[src/rtl/wb_master_arbiter.sv]
`default_nettype none
// ============================================================================
// Module   : wb_master_arbiter
// Purpose  : Two-master / one-slave Wishbone arbiter. It grants one master
//            for its whole cyc window, routes ack/err/read data to the owner
//            only, and aborts strobes the slave never acknowledges.
// Revision : 1.0 - initial release
// ============================================================================
module wb_master_arbiter #(
  parameter int AW         = 32,
  parameter int DW         = 32,
  parameter int FIXED_PRIO = 0,
  parameter int TIMEOUT    = 255
) (
  input  logic            clk,
  input  logic            rst,
  // data master (m0)
  input  logic            m0_cyc_i,
  input  logic            m0_stb_i,
  input  logic            m0_we_i,
  input  logic [DW/8-1:0] m0_sel_i,
  input  logic [AW-1:0]   m0_adr_i,
  input  logic [DW-1:0]   m0_dat_i,
  output logic [DW-1:0]   m0_dat_o,
  output logic            m0_ack_o,
  output logic            m0_err_o,
  // instruction master (m1)
  input  logic            m1_cyc_i,
  input  logic            m1_stb_i,
  input  logic            m1_we_i,
  input  logic [DW/8-1:0] m1_sel_i,
  input  logic [AW-1:0]   m1_adr_i,
  input  logic [DW-1:0]   m1_dat_i,
  output logic [DW-1:0]   m1_dat_o,
  output logic            m1_ack_o,
  output logic            m1_err_o,
  // shared slave bus
  output logic            s_cyc_o,
  output logic            s_stb_o,
  output logic            s_we_o,
  output logic [DW/8-1:0] s_sel_o,
  output logic [AW-1:0]   s_adr_o,
  output logic [DW-1:0]   s_dat_o,
  input  logic [DW-1:0]   s_dat_i,
  input  logic            s_ack_i,
  // status
  output logic [1:0]      grant_o,
  output logic            timeout_o
);

  typedef enum logic [1:0] {
    IDLE = 2'd0,
    GNT0 = 2'd1,
    GNT1 = 2'd2
  } state_t;

  // Last wait-counter value before the strobe is aborted.
  localparam logic [15:0] c_to_last = (TIMEOUT == 0) ? 16'd0 : 16'(TIMEOUT - 1);
  localparam logic        c_to_en   = (TIMEOUT != 0);

  state_t      state_q, state_d;
  logic        last_grant_q, last_grant_d;   // 0 = m0 owned last, 1 = m1
  logic [15:0] wait_q, wait_d;

  logic            w_granted;
  logic            w_sel1;
  logic            w_cyc, w_stb, w_we;
  logic [DW/8-1:0] w_sel;
  logic [AW-1:0]   w_adr;
  logic [DW-1:0]   w_dat;
  logic            w_timeout;

  // Select the owning master's request signals and detect an unanswered strobe.
  always_comb begin
    w_granted = (state_q == GNT0) || (state_q == GNT1);
    w_sel1    = (state_q == GNT1);
    w_cyc     = w_sel1 ? m1_cyc_i : m0_cyc_i;
    w_stb     = w_sel1 ? m1_stb_i : m0_stb_i;
    w_we      = w_sel1 ? m1_we_i  : m0_we_i;
    w_sel     = w_sel1 ? m1_sel_i : m0_sel_i;
    w_adr     = w_sel1 ? m1_adr_i : m0_adr_i;
    w_dat     = w_sel1 ? m1_dat_i : m0_dat_i;
    // An ack arriving in the timeout cycle takes precedence over the abort.
    w_timeout = c_to_en && w_granted && w_cyc && w_stb && !s_ack_i && (wait_q == c_to_last);
  end

  // Arbitration, grant release and wait-counter next state.
  always_comb begin
    state_d      = state_q;
    last_grant_d = last_grant_q;
    wait_d       = wait_q;
    case (state_q)
      IDLE: begin
        wait_d = '0;
        if (m0_cyc_i && m1_cyc_i) begin
          // Round-robin favours whoever did not own the bus last.
          if ((FIXED_PRIO != 0) || last_grant_q) begin
            state_d      = GNT0;
            last_grant_d = 1'b0;
          end else begin
            state_d      = GNT1;
            last_grant_d = 1'b1;
          end
        end else if (m0_cyc_i) begin
          state_d      = GNT0;
          last_grant_d = 1'b0;
        end else if (m1_cyc_i) begin
          state_d      = GNT1;
          last_grant_d = 1'b1;
        end
      end
      GNT0, GNT1: begin
        if (!w_cyc) begin
          state_d = IDLE;
          wait_d  = '0;
        end else if (s_ack_i || w_timeout) begin
          wait_d = '0;
        end else if (w_stb) begin
          wait_d = wait_q + 16'd1;
        end
      end
      default: begin
        state_d = IDLE;
        wait_d  = '0;
      end
    endcase
  end

  // State, last-grant and wait-counter registers.
  always_ff @(posedge clk or negedge rst) begin
    if (!rst) begin
      state_q      <= IDLE;
      last_grant_q <= 1'b1;
      wait_q       <= '0;
    end else begin
      state_q      <= state_d;
      last_grant_q <= last_grant_d;
      wait_q       <= wait_d;
    end
  end

  // Drive the slave bus from the owner and return responses to the owner only.
  always_comb begin
    s_cyc_o   = w_granted && w_cyc;
    s_stb_o   = w_granted && w_stb && !w_timeout;
    s_we_o    = w_granted && w_we;
    s_sel_o   = w_granted ? w_sel : '0;
    s_adr_o   = w_granted ? w_adr : '0;
    s_dat_o   = w_granted ? w_dat : '0;
    m0_ack_o  = (state_q == GNT0) && s_ack_i;
    m1_ack_o  = (state_q == GNT1) && s_ack_i;
    m0_err_o  = (state_q == GNT0) && w_timeout;
    m1_err_o  = (state_q == GNT1) && w_timeout;
    m0_dat_o  = (state_q == GNT0) ? s_dat_i : '0;
    m1_dat_o  = (state_q == GNT1) ? s_dat_i : '0;
    grant_o   = {state_q == GNT1, state_q == GNT0};
    timeout_o = w_timeout;
  end

endmodule
`default_nettype wire

[config.mk]
export PLATFORM = sky130hd
export DESIGN_NAME = wb_master_arbiter
export DESIGN_NICKNAME = d
export VERILOG_FILES = /design/src/rtl/wb_master_arbiter.sv
export SDC_FILE = /design/constraint.sdc
export NUM_CORES = 1
export LEC_CHECK = 0
export CORE_AREA = 2 2 123 125
export CTS_CLUSTER_DIAMETER = 40
export DETAILED_ROUTE_END_ITERATION = 10
export DIE_AREA = 0 0 125 127
export PLACE_DENSITY = 0.73
export SETUP_SLACK_MARGIN = 0.02
export SYNTH_ARGS = -nofsm -noshare
export SYNTH_HDL_FRONTEND = slang
export SYNTH_SLANG_ARGS = --single-unit
[constraint.sdc]
create_clock -name clk -period 1.9 [get_ports clk]
set_clock_uncertainty 0.2 [all_clocks]
set_input_delay 0.38 -clock clk [delete_from_list [all_inputs] [get_ports clk]]
set_output_delay 0.38 -clock clk [all_outputs]
set_load 0.02 [all_outputs]
==> metrics.md <==
| Metric | Value |
|---|---|
| Status | finished, violations left |
| Violated checks | negative setup slack |
| Number of antenna cells inserted | 0 |
| Die width | between 100 and 150 µm |
| Clk_lat worst skew | 0.25 ns |
| P per Cell Area | 1306 nW/µm² |
| Async set-or-reset flop fraction in the synthesized netlist | 100.0% |
| Endpoint kind of the worst setup timing path | output pin |
| Setup Total Neg Slack | -65.97 ns |
| Share of total power in the clock network | 3.7% |
| Number of top-level design ports | 319 |
| First-pass GRT wire length | around 26000 µm |
| Initial cell density of the core | 20.30% |
| Routability congestion estimate from global placement | around 0.9 |
| DP Wirelength | 13330 µm |
| # fillers | around 1100 |
| Worst-case clock buffer depth | 2 |
| Routed wire length | between 20000 and 25000 µm |
| Final cell utilization of the core | 61.83% |
| Global routing usage summed across all routing layers | approximately a fifth |
| P&R area growth vs syn | 204.6% |
| Worst path arrival time | 1.89 ns |
| End point of the critical path | s_dat_o[4] |
| Starting DRC count in detailed routing | 338 |
| Reg area | 478.0 µm² |
| Routed Antenna Nets | 0 |
| Slew at the pin closest to its max-slew limit | roughly 0.35 ns |
| Data required, critical path | 1.32 ns |
| Clock slew at the register clock pins of the worst setup and hold paths | 0.06 ns |
| DP Worst Slack | -0.8716 ns |
| Root Driver | sky130_fd_sc_hd__clkbuf_16 |
| Total power | around 12000 µW |
| H-tree levels | 1 |
| Wire length per cell | between 20 and 25 µm |
| Critical Path Source | state_q[0]$_DFFE_PN0P_ |
| Fraction of layout instances using a drive strength above 1 | 60.92% |
| Highest ir drop seen on vdd | roughly 0.00056 V |
| Critical path startpoint category | flip-flop |
| Synth top area cells | sky130_fd_sc_hd__mux2i_1, sky130_fd_sc_hd__dfrtp_1, sky130_fd_sc_hd__nor2b_1, sky130_fd_sc_hd__and2_1, sky130_fd_sc_hd__a31oi_1 |
| FP Rows | 44 |
| Hold violation count in the final report | 0 |
| Leakage Power | 0.003650 µW |
| Clock tree from TritonCTS | built |
| Number of synthesized register bits | 19 |
| Vias per cell | 4.869 |
| Crit path cell chain | inv_4, ha_4, buf_12, buf_12, buf_4, mux2i_4, nor2b_4, buf_2 |
| DRC violation count after routing | 0 |
| Count of flip-flops with a built-in enable after synthesis | 0 |
| Relative max-transition margin | 76.36% |
| Kind of cell with the highest combined delay on the critical path | buffers and inverters |
| Cell count along the critical path | 8 |
| Final Cycle Share | 130.1% |
| Multi-input logic area | between 3000 and 4000 µm² |
| Maximum net fanout on the critical path | 9 |
| Setup violation total in the final timing report | between 150 and 200 |
| Number of global-route vias before repair | 4382 |
| Number of buffers added on ports | between 300 and 400 |
| Combinational group share of total power | 92.1% |
| Total iterations of the first detailed-routing run | 4 |
| Flop pwr share | under 10% |
| Post-route minimum period | 2.472 ns |
| Tightest hold margin | 0.2677 ns |
| Via count of the routed design | between 4000 and 5000 |
| Synth area leader | sky130_fd_sc_hd__mux2i_1 |
| Number of nets in the synthesized netlist | 551 |
| Largest stage delay, worst path | 0.40 ns |
| Clock net sink count | 19 |
| Fraction of synthesized cell area taken by the top area cell type | 23.93% |
| Area enclosed by the die boundary | between 15000 and 20000 µm² |
| Post-synthesis cell type count | 39 |
| Final Worst Setup Slack | -0.5717 ns |
| Cell with the largest stage delay on the worst path | sky130_fd_sc_hd__dfrtp_1 |
| Max-capacitance violation count | 0 |
| Quantity of hold-fixing buffers added after cts | 0 |
| List of most frequent post-synthesis cells | sky130_fd_sc_hd__mux2i_1, sky130_fd_sc_hd__nor2b_1, sky130_fd_sc_hd__and2_1, sky130_fd_sc_hd__a31oi_1, sky130_fd_sc_hd__dfrtp_1 |
| Switching power of the nets | 4949 µW |
| Total buffers and inverters traversed by the critical path | 5 |
| Chip height | 127 µm |
| Cell Int Power | between 6000 and 7000 µW |
| CTS Buf Count | 3 |
| Syn Area/Cell | 7.956 µm² |
| Worst reg2reg endpoint | wait_q[13]$_DFFE_PN0P_ |
| Core area | 14420 µm² |
| Most used DFF post-synth | sky130_fd_sc_hd__dfrtp_1 |
| Final Max Slew Viols | 0 |
| Reg-to-reg critical path startpoint | state_q[0]$_DFFE_PN0P_ |
| Number of cells produced by synthesis | 368 |
| HP Class | in2async |
| Yosys warnings | 0 |
| Synthesized area | 2928 µm² |
| Antenna violations before repair | 0 |
| Cell depth of the worst flop-to-flop path | 8 |
| Sum of overflow across all layers after global routing | 0 |
| Portion of the post-synthesis area used by sequential elements | between 10% and 20% |
| Switching portion of total power | ~42% |
| Worst path most repeated cell | sky130_fd_sc_hd__buf_12 |
| Setup CP Type | reg2out |
| Unrepaired setup endpoints after global routing | yes |
| # nets final | around 950 |
| Fmax achieved | 404.6 MHz |
| Setup slack of the most critical reg-to-reg path | -0.44 ns |
| Pin count of the biggest net entering global routing | 37 |
-- worst min-delay path by stage --
stage	cells past startpoint	slack, ns	end	start
2_1_floorplan	0	-0.12	state_q[0]$_DFFE_PN0P_	rst
3_3_place_gp	2	0.32	last_grant_q$_DFFE_PN1P_	last_grant_q$_DFFE_PN1P_
3_5_place_dp	2	0.33	last_grant_q$_DFFE_PN1P_	last_grant_q$_DFFE_PN1P_
4_1_cts	2	0.27	wait_q[2]$_DFFE_PN0P_	rst
5_1_grt	2	0.30	wait_q[2]$_DFFE_PN0P_	rst
6_report	2	0.27	wait_q[9]$_DFFE_PN0P_	rst
-- metal layers --
layer	up-vias	global-route usage, %	wire length [µm]
met5	-	0	0
met4	0	6.471	650
met3	35	3.853	1206
met2	218	38.52	11160
met1	2278	25.42	7694
li1	2090	-	-
-- flip-flops by register name, indices dropped and copies added (netlist names) --
register,cells
wait_q,16
state_q,2
last_grant_q,1
-- power groups by stage --
stage | sequential [µW] | clock [µW] | combinational, µW
CTS | 480 | 440 | 9120
global route | 485 | 467 | 11100
detailed placement | 484 | 0 | 8010
global placement | 481 | 0 | 7910
floorplan | 484 | 0 | 4810
finish | 481 | 433 | 10700
-- logic make-up (layout without fill, tap and decap cells) --
| family | after synthesis | after routing | share of synthesized area [%] |
|---|---|---|---|
| compound gates | 40 | 40 | 9.145 |
| fa+ha+maj | 6 | 6 | 2.564 |
| buf+inv | 40 | 437 | 5.941 |
| flops | 19 | 19 | 16.28 |
| mux | 72 | 72 | 24.91 |
| simple gates | 191 | 191 | 41.15 |
-- per-stage QoR --
stage,std cells,instance area [µm²]
finish,949,8919
global route,949,8919
CTS,920,7988
detailed placement,888,7365
global placement,888,7365
floorplan,368,3736
-- placed cells by master, fill, tap and decap left out, types with 3 or more instances in the layout --
cell type | Yosys | routed
sky130_fd_sc_hd__and2_4 | 0 | 53
sky130_fd_sc_hd__nor3_1 | 4 | 4
sky130_fd_sc_hd__clkdlybuf4s15_2 | 0 | 6
sky130_fd_sc_hd__a21oi_1 | 5 | 5
sky130_fd_sc_hd__buf_2 | 16 | 24
sky130_fd_sc_hd__nor2b_2 | 0 | 26
sky130_fd_sc_hd__buf_8 | 0 | 6
sky130_fd_sc_hd__buf_12 | 0 | 17
sky130_fd_sc_hd__buf_16 | 0 | 4
sky130_fd_sc_hd__buf_6 | 0 | 122
sky130_fd_sc_hd__a31oi_2 | 0 | 3
sky130_fd_sc_hd__and4_1 | 4 | 4
sky130_fd_sc_hd__o22ai_1 | 4 | 4
sky130_fd_sc_hd__nand3b_1 | 5 | 5
sky130_fd_sc_hd__a41oi_1 | 4 | 4
sky130_fd_sc_hd__nor2b_4 | 0 | 44
sky130_fd_sc_hd__and2_1 | 68 | 15
sky130_fd_sc_hd__mux2i_2 | 1 | 13
sky130_fd_sc_hd__mux2i_4 | 0 | 54
sky130_fd_sc_hd__dfrtp_1 | 18 | 17
sky130_fd_sc_hd__mux2i_1 | 70 | 4
sky130_fd_sc_hd__a31oi_1 | 20 | 16
sky130_fd_sc_hd__inv_1 | 7 | 5
sky130_fd_sc_hd__o21ai_0 | 3 | 3
sky130_fd_sc_hd__clkbuf_2 | 0 | 11
sky130_fd_sc_hd__clkbuf_16 | 0 | 7
sky130_fd_sc_hd__nand4_1 | 6 | 6
sky130_fd_sc_hd__nand3_1 | 10 | 10
sky130_fd_sc_hd__nand2_1 | 10 | 10
sky130_fd_sc_hd__ha_4 | 0 | 4
sky130_fd_sc_hd__clkdlybuf4s50_1 | 0 | 176
sky130_fd_sc_hd__buf_4 | 1 | 56
-- area by class of cell --
type	count	share of cell area, %
tap	184	2.581
inverter	7	0.3227
sequential	19	5.359
clock buffer	4	0.8838
timing repair buffer	426	49.78
multi-input combinational	309	41.08
-- what timing repair did --
item	4_1_cts	5_1_grt
pin swaps	5	9
buffers inserted	21	28
endpoints found under the setup margin	160	160
resized for setup	530	371
cloned	7	5
Power figures use the tool's default switching activity.
